==> src/rtl/aes128_pkg.sv <==
// -----------------------------------------------------------------------------
// aes128_pkg
// Shared definitions for the AES-128 block-mode controllers: block/key widths,
// the block word type and the CBC sequencing state encoding. The state enum is
// kept here so that a decryption controller can reuse the same encoding.
// No ports (package).
// -----------------------------------------------------------------------------
package aes128_pkg;

    localparam int AES_BLK_W = 128;
    localparam int AES_KEY_W = 128;

    typedef logic [AES_BLK_W-1:0] aes_blk_t;

    typedef enum logic [2:0] {
        IDLE,
        KEY_LOAD,
        KEY_WAIT,
        GET_PT,
        CORE_RUN,
        CORE_WAIT,
        PUT_CT,
        FINISH
    } cbc_state_t;

endpackage : aes128_pkg

==> src/rtl/aes128_cbc_seq_ctrl.sv <==
// -----------------------------------------------------------------------------
// aes128_cbc_seq_ctrl
// CBC-mode sequencer for a multi-cycle AES-128 encryption core. A start pulse
// captures key, IV and block count; the core is asked to expand the key, then
// each plaintext block is XORed with the chaining value, encrypted, returned on
// the ciphertext stream and fed back as the next chaining value. At most one
// block is in flight, so ciphertext backpressure stalls everything upstream.
//
// Ports
//   clk, reset_n            clock, asynchronous active-low reset
//   cfg_start/key/iv/num    message configuration, accepted in IDLE only
//   busy, done              message in progress / one-cycle completion pulse
//   pt_data/valid/ready     plaintext input stream
//   ct_data/valid/ready/last ciphertext output stream, last marks final block
//   core_key/key_load/key_ready  key hand-off to the core
//   core_start/block/done/result one block encryption on the core
// -----------------------------------------------------------------------------
module aes128_cbc_seq_ctrl
    import aes128_pkg::*;
#(
    parameter int CNT_W = 16,
    parameter int BLK_W = AES_BLK_W
) (
    input  logic             clk,
    input  logic             reset_n,

    input  logic             cfg_start,
    input  logic [BLK_W-1:0] cfg_key,
    input  logic [BLK_W-1:0] cfg_iv,
    input  logic [CNT_W-1:0] cfg_num_blocks,
    output logic             busy,
    output logic             done,

    input  logic [BLK_W-1:0] pt_data,
    input  logic             pt_valid,
    output logic             pt_ready,

    output logic [BLK_W-1:0] ct_data,
    output logic             ct_valid,
    input  logic             ct_ready,
    output logic             ct_last,

    output logic [BLK_W-1:0] core_key,
    output logic             core_key_load,
    input  logic             core_key_ready,
    output logic             core_start,
    output logic [BLK_W-1:0] core_block,
    input  logic             core_done,
    input  logic [BLK_W-1:0] core_result
);

    cbc_state_t       state_q, state_d;

    logic [BLK_W-1:0] key_q;
    logic [BLK_W-1:0] chain_q;
    logic [BLK_W-1:0] block_q;
    logic [BLK_W-1:0] ct_data_q;
    logic             ct_last_q;
    logic [CNT_W-1:0] num_q;
    logic [CNT_W-1:0] cnt_q;

    // Qualified events; each is only meaningful in its own state.
    logic start_acc;
    logic pt_fire;
    logic core_fire;
    logic ct_fire;

    assign start_acc = (state_q == IDLE)      && cfg_start;
    assign pt_fire   = (state_q == GET_PT)    && pt_valid;
    assign core_fire = (state_q == CORE_WAIT) && core_done;
    assign ct_fire   = (state_q == PUT_CT)    && ct_ready;

    // ---------------------------------------------------------------- state reg
    // NOTE: sequential state uses non-blocking assignments so every register
    // samples pre-edge values regardless of process evaluation order.
    always_ff @(posedge clk or negedge reset_n) begin
        if (!reset_n) begin
            state_q <= IDLE;
        end else begin
            state_q <= state_d;
        end
    end

    // --------------------------------------------------------------- next state
    // NOTE: the default assignment at the top keeps this block free of latches
    // on paths that do not change state.
    always_comb begin
        state_d = state_q;
        unique case (state_q)
            IDLE:      if (cfg_start) state_d = (cfg_num_blocks == '0) ? FINISH : KEY_LOAD;
            KEY_LOAD:  state_d = KEY_WAIT;
            KEY_WAIT:  if (core_key_ready) state_d = GET_PT;
            GET_PT:    if (pt_valid) state_d = CORE_RUN;
            CORE_RUN:  state_d = CORE_WAIT;
            CORE_WAIT: if (core_done) state_d = PUT_CT;
            PUT_CT:    if (ct_ready) state_d = ct_last_q ? FINISH : GET_PT;
            FINISH:    state_d = IDLE;
            default:   state_d = IDLE;
        endcase
    end

    // ------------------------------------------------------------------ outputs
    // Control outputs decode the state register directly, so they change only
    // on clock edges and each single-cycle state gives a single-cycle pulse.
    always_comb begin
        busy          = (state_q != IDLE);
        done          = (state_q == FINISH);
        pt_ready      = (state_q == GET_PT);
        ct_valid      = (state_q == PUT_CT);
        core_key_load = (state_q == KEY_LOAD);
        core_start    = (state_q == CORE_RUN);
    end

    assign core_key   = key_q;
    assign core_block = block_q;
    assign ct_data    = ct_data_q;
    assign ct_last    = ct_last_q;

    // ----------------------------------------------------------------- datapath
    // Data registers are cleared on reset as well so an aborted message leaves
    // nothing of its key, chain or ciphertext visible on the outputs.
    always_ff @(posedge clk or negedge reset_n) begin
        if (!reset_n) begin
            key_q     <= '0;
            chain_q   <= '0;
            block_q   <= '0;
            ct_data_q <= '0;
            ct_last_q <= 1'b0;
            num_q     <= '0;
            cnt_q     <= '0;
        end else begin
            if (start_acc) begin
                key_q   <= cfg_key;
                chain_q <= cfg_iv;
                num_q   <= cfg_num_blocks;
                cnt_q   <= '0;
            end
            if (pt_fire) begin
                block_q <= pt_data ^ chain_q;
            end
            if (core_fire) begin
                ct_data_q <= core_result;
                chain_q   <= core_result;
                // num_q >= 1 here: a zero-length message never reaches the core.
                ct_last_q <= (cnt_q == num_q - CNT_W'(1));
            end
            if (ct_fire) begin
                cnt_q <= cnt_q + CNT_W'(1);
            end
        end
    end

endmodule : aes128_cbc_seq_ctrl

==> config.mk <==
export PLATFORM = sky130hd
export DESIGN_NAME = aes128_cbc_seq_ctrl
export DESIGN_NICKNAME = d
export VERILOG_FILES = /design/src/rtl/aes128_pkg.sv /design/src/rtl/aes128_cbc_seq_ctrl.sv
export SDC_FILE = /design/constraint.sdc
export NUM_CORES = 1
export LEC_CHECK = 0
export BUFFER_PORTS_ARGS = -buffer_cell sky130_fd_sc_hd__buf_4
export CAP_MARGIN = 10
export CELL_PAD_IN_SITES_DETAIL_PLACEMENT = 1
export CELL_PAD_IN_SITES_GLOBAL_PLACEMENT = 1
export CORE_AREA = 2 2 361 363
export CTS_CLUSTER_DIAMETER = 120
export DETAILED_ROUTE_END_ITERATION = 8
export DIE_AREA = 0 0 363 365
export PLACE_DENSITY_LB_ADDON = 0.1
export SKIP_CTS_REPAIR_TIMING = 1
export SYNTH_ARGS = -nofsm -noshare
export SYNTH_HDL_FRONTEND = slang
export SYNTH_SLANG_ARGS = --single-unit
==> constraint.sdc <==
create_clock -name clk -period 2.95 [get_ports clk]
set_input_delay 0.59 -clock clk [delete_from_list [all_inputs] [get_ports clk]]
set_output_delay 0.59 -clock clk [all_outputs]
set_load 0.1 [all_outputs]
==> results_dict.tcl <==
set metrics [dict create \
    synthArstFlopShare_pct 100 \
    synth_seq_cells 548 \
    drcViolationCount 0 \
    wl_met1_um 42200 \
    max_freq_mhz 378 \
    viasPerCell 4.03 \
    fin_cells 4857 \
    cp_data_arrival_time_ns 3.19 \
    fin_area_um2 34400 \
    maxUsedRoutingLayer "met5" \
    htree_levels 3 \
    required_ns 3.49 \
    cp-start-kind "flip-flop" \
    yosys.area_share.simple_pct 15.8 \
    synth_area_um2 22600 \
    setup_viol 0 \
    hpwl_um 86500 \
    synth_mux_area_share_pct 6.57 \
    period_minus_slack_ns 2.65 \
    cap_violations 0 \
    critPathBufInv 1 \
    synthesis.nets 2718 \
    critical_path_class "flip-flop to flip-flop" \
    route.met3.wl_um 10300 \
    endpoint_kind "flip-flop" \
    wl_per_cell_um 22.8 \
    ys.warnings.count 0 \
    seq_area_frac_synth_pct 60.7 \
    grt_usage_pct 16.1 \
    hold_violations 0 \
    yosys.area_share.xor_xnor_pct 5.74 \
    grt_setup_unrepaired "no" \
    gp_congestion 0.868 \
    grt_first_pass_wirelength_um 156000 \
    rows 132 \
    netlist_instances 2181 \
    synth_compound_area_share_pct 8.72 \
    placed_cells 4713 \
    num_vias 19600 \
    final.setup.tns_ns 0 \
    gr-total-overflow 0 \
    grt_pass1_vias 21700 \
    cts_sinks 548 \
    antenna_found_initial 29 \
    clock_skew_ns 0.0235 \
    initial_core_util_pct 17.6 \
    cts_tree "built" \
    drt.antenna.violating_nets 0 \
    final_util_pct 26.7 \
    cts_max_path_buffers 3 \
    outcome "completed" \
    slowest_delay_ns 0.66 \
    cp_slowest_cell "or4b_1" \
    fin_nets 3653 \
    dpl_cell_area_um2 31800 \
    clkTransAtPathRegs_ns 0.06 \
    grt_start_max_net_pins 103 \
    cts_root_buffer "clkbuf_16" \
    port_buffers 925 \
    totalWireLength_um 111000 \
    relSlewSlack_pct 47.0 \
    die_area_um2 132000 \
    synth-edff-count 0 \
    cp_max_fo 10 \
    synthAdderAreaFrac_pct 0.111 \
    reg2reg_slack_ns 0.30 \
    syn_area_per_cell_um2 10.4 \
    cts_buffers 75 \
    fp.dieH_um 365 \
    hp-class "input pin to flip-flop" \
    cp_top_family "simple AND/OR/NAND/NOR gates" \
    drtPass1Iterations 4 \
    ios 926 \
    worst_slew_pin_slew_ns 0.789 \
    synth_cell_types 54 \
    slew_violations 0 \
    drive_above_1_share_pct 39.1 \
    crit_chain "inv_1 > ha_1 > or4b_1 > o21a_1 > or3_1 > a21boi_1 > o2111ai_1 > o31ai_2" \
    die_w_um 363 \
    synth_top_family_by_area "simple AND/OR/NAND/NOR gates" \
    drt_iter0_markers 791 \
    ys.flop_type "dfrtp_1" \
    syn_to_final_growth_pct 52.2 \
    route.met2.wl_um 54800 \
    core_um2 129000 \
    fin_crit_sh_pct 89.7 \
    insertion_delay_ns 0.63 \
]
-- stage by stage --
step	hold WS (ns)	setup slack [ns]
CTS	-0.0811	0.287
detailed placement	0.464	0.323
floorplan	0.294	0.219
global placement	0.459	0.320
global route	0.119	0.122
finish	0.151	0.304
-- flip-flops by register name (all words and copies together) (netlist names) --
name / cells
num_q: 16
core_block: 128
core_key: 128
state_q: 3
chain_q: 128
cnt_q: 16
ct_data: 128
ct_last: 1
-- cell families (layout without fill, tap and decap cells) --
kind of cell               count (synthesis)  in the layout
AOI/OAI and AO/OA                        314            314
xor gates and xnor gates                 148            148
adders and majority gates                  2              2
buffers and inverters                    133           1117
DFF                                      548            548
muxes                                    132            132
other                                      0             17
and+or+nand+nor                          904            904
-- cells in the mapped netlist (2+ instances only) --
master	number	share of area (%)
nand2b_1	3	0.083
dfrtp_1	548	61
a41oi_1	2	0.078
nor3_1	9	0.20
a31oi_1	2	0.055
nor4_1	4	0.11
nor3b_1	2	0.066
nor4b_1	4	0.16
nand3_1	10	0.22
clkbuf_1	99	1.6
mux2_2	130	6.5
and3_1	5	0.14
xnor2_1	141	5.5
nor2_1	14	0.23
mux2i_1	2	0.089
nand4_1	4	0.11
a21oi_1	2	0.044
o211ai_1	4	0.13
nand2_1	834	14
o21ai_0	159	3.5
buf_1	5	0.083
buf_2	20	0.44
a22oi_1	129	4.3
o31ai_1	2	0.066
o21a_1	2	0.066
inv_1	7	0.12
xor2_1	7	0.27
or3_2	2	0.066
ha_1	2	0.11
o2111ai_1	2	0.078
or3_1	2	0.055
-- path summary, 6_finish.rpt --
check	to	cells after the start	startpoint
worst max-delay path	ct_last	8	num_q[0]
worst min-delay path	core_key[82]	3	cfg_key[82]
worst max register to register	ct_last	8	num_q[0]
worst min register to register	core_key[23]	2	core_key[23]
max in group asynchronous	chain_q[65]	3	reset_n
min in group asynchronous	ct_data[87]	2	reset_n
-- cell type report --
class                   instances  area [µm²]
diodes                         17        42.5
clock buffers                 109        2250
clock inverters                17         254
fillers                     14700       94300
inverters                       7        26.3
multi-input cells            1500        8380
flip-flops and latches        548       13700
well taps                    1675        2100
repair buffers                984        7610
-- cell usage in the layout, fill, tap and decap left out, drive strengths merged, types with 11 or more instances in the layout --
| cell type | count |
|---|---|
| clkbuf | 109 |
| a22oi | 129 |
| mux2 | 130 |
| diode | 17 |
| buf | 983 |
| nand2 | 834 |
| dfrtp | 548 |
| nor2 | 15 |
| nand3 | 11 |
| o21ai | 159 |
| xnor2 | 141 |
-- routing by layer --
metal  track usage, %  up-vias
li1                 -     9098
met4             6.67       16
met3             6.45      148
met1             17.9     9626
met2             27.4      677
met5                0        -
-- worst reg2reg max path, stage by stage (launching register included) --
cell	delay, ns
dfrtp_1	0.44
inv_1	0.10
ha_1	0.27
or4b_1	0.67
o21a_1	0.26
or3_1	0.35
a21boi_1	0.15
o2111ai_1	0.14
o31ai_2	0.18
Power is not shown: default switching activity piles up to over one toggle a cycle in this logic, so the estimate is an artifact.
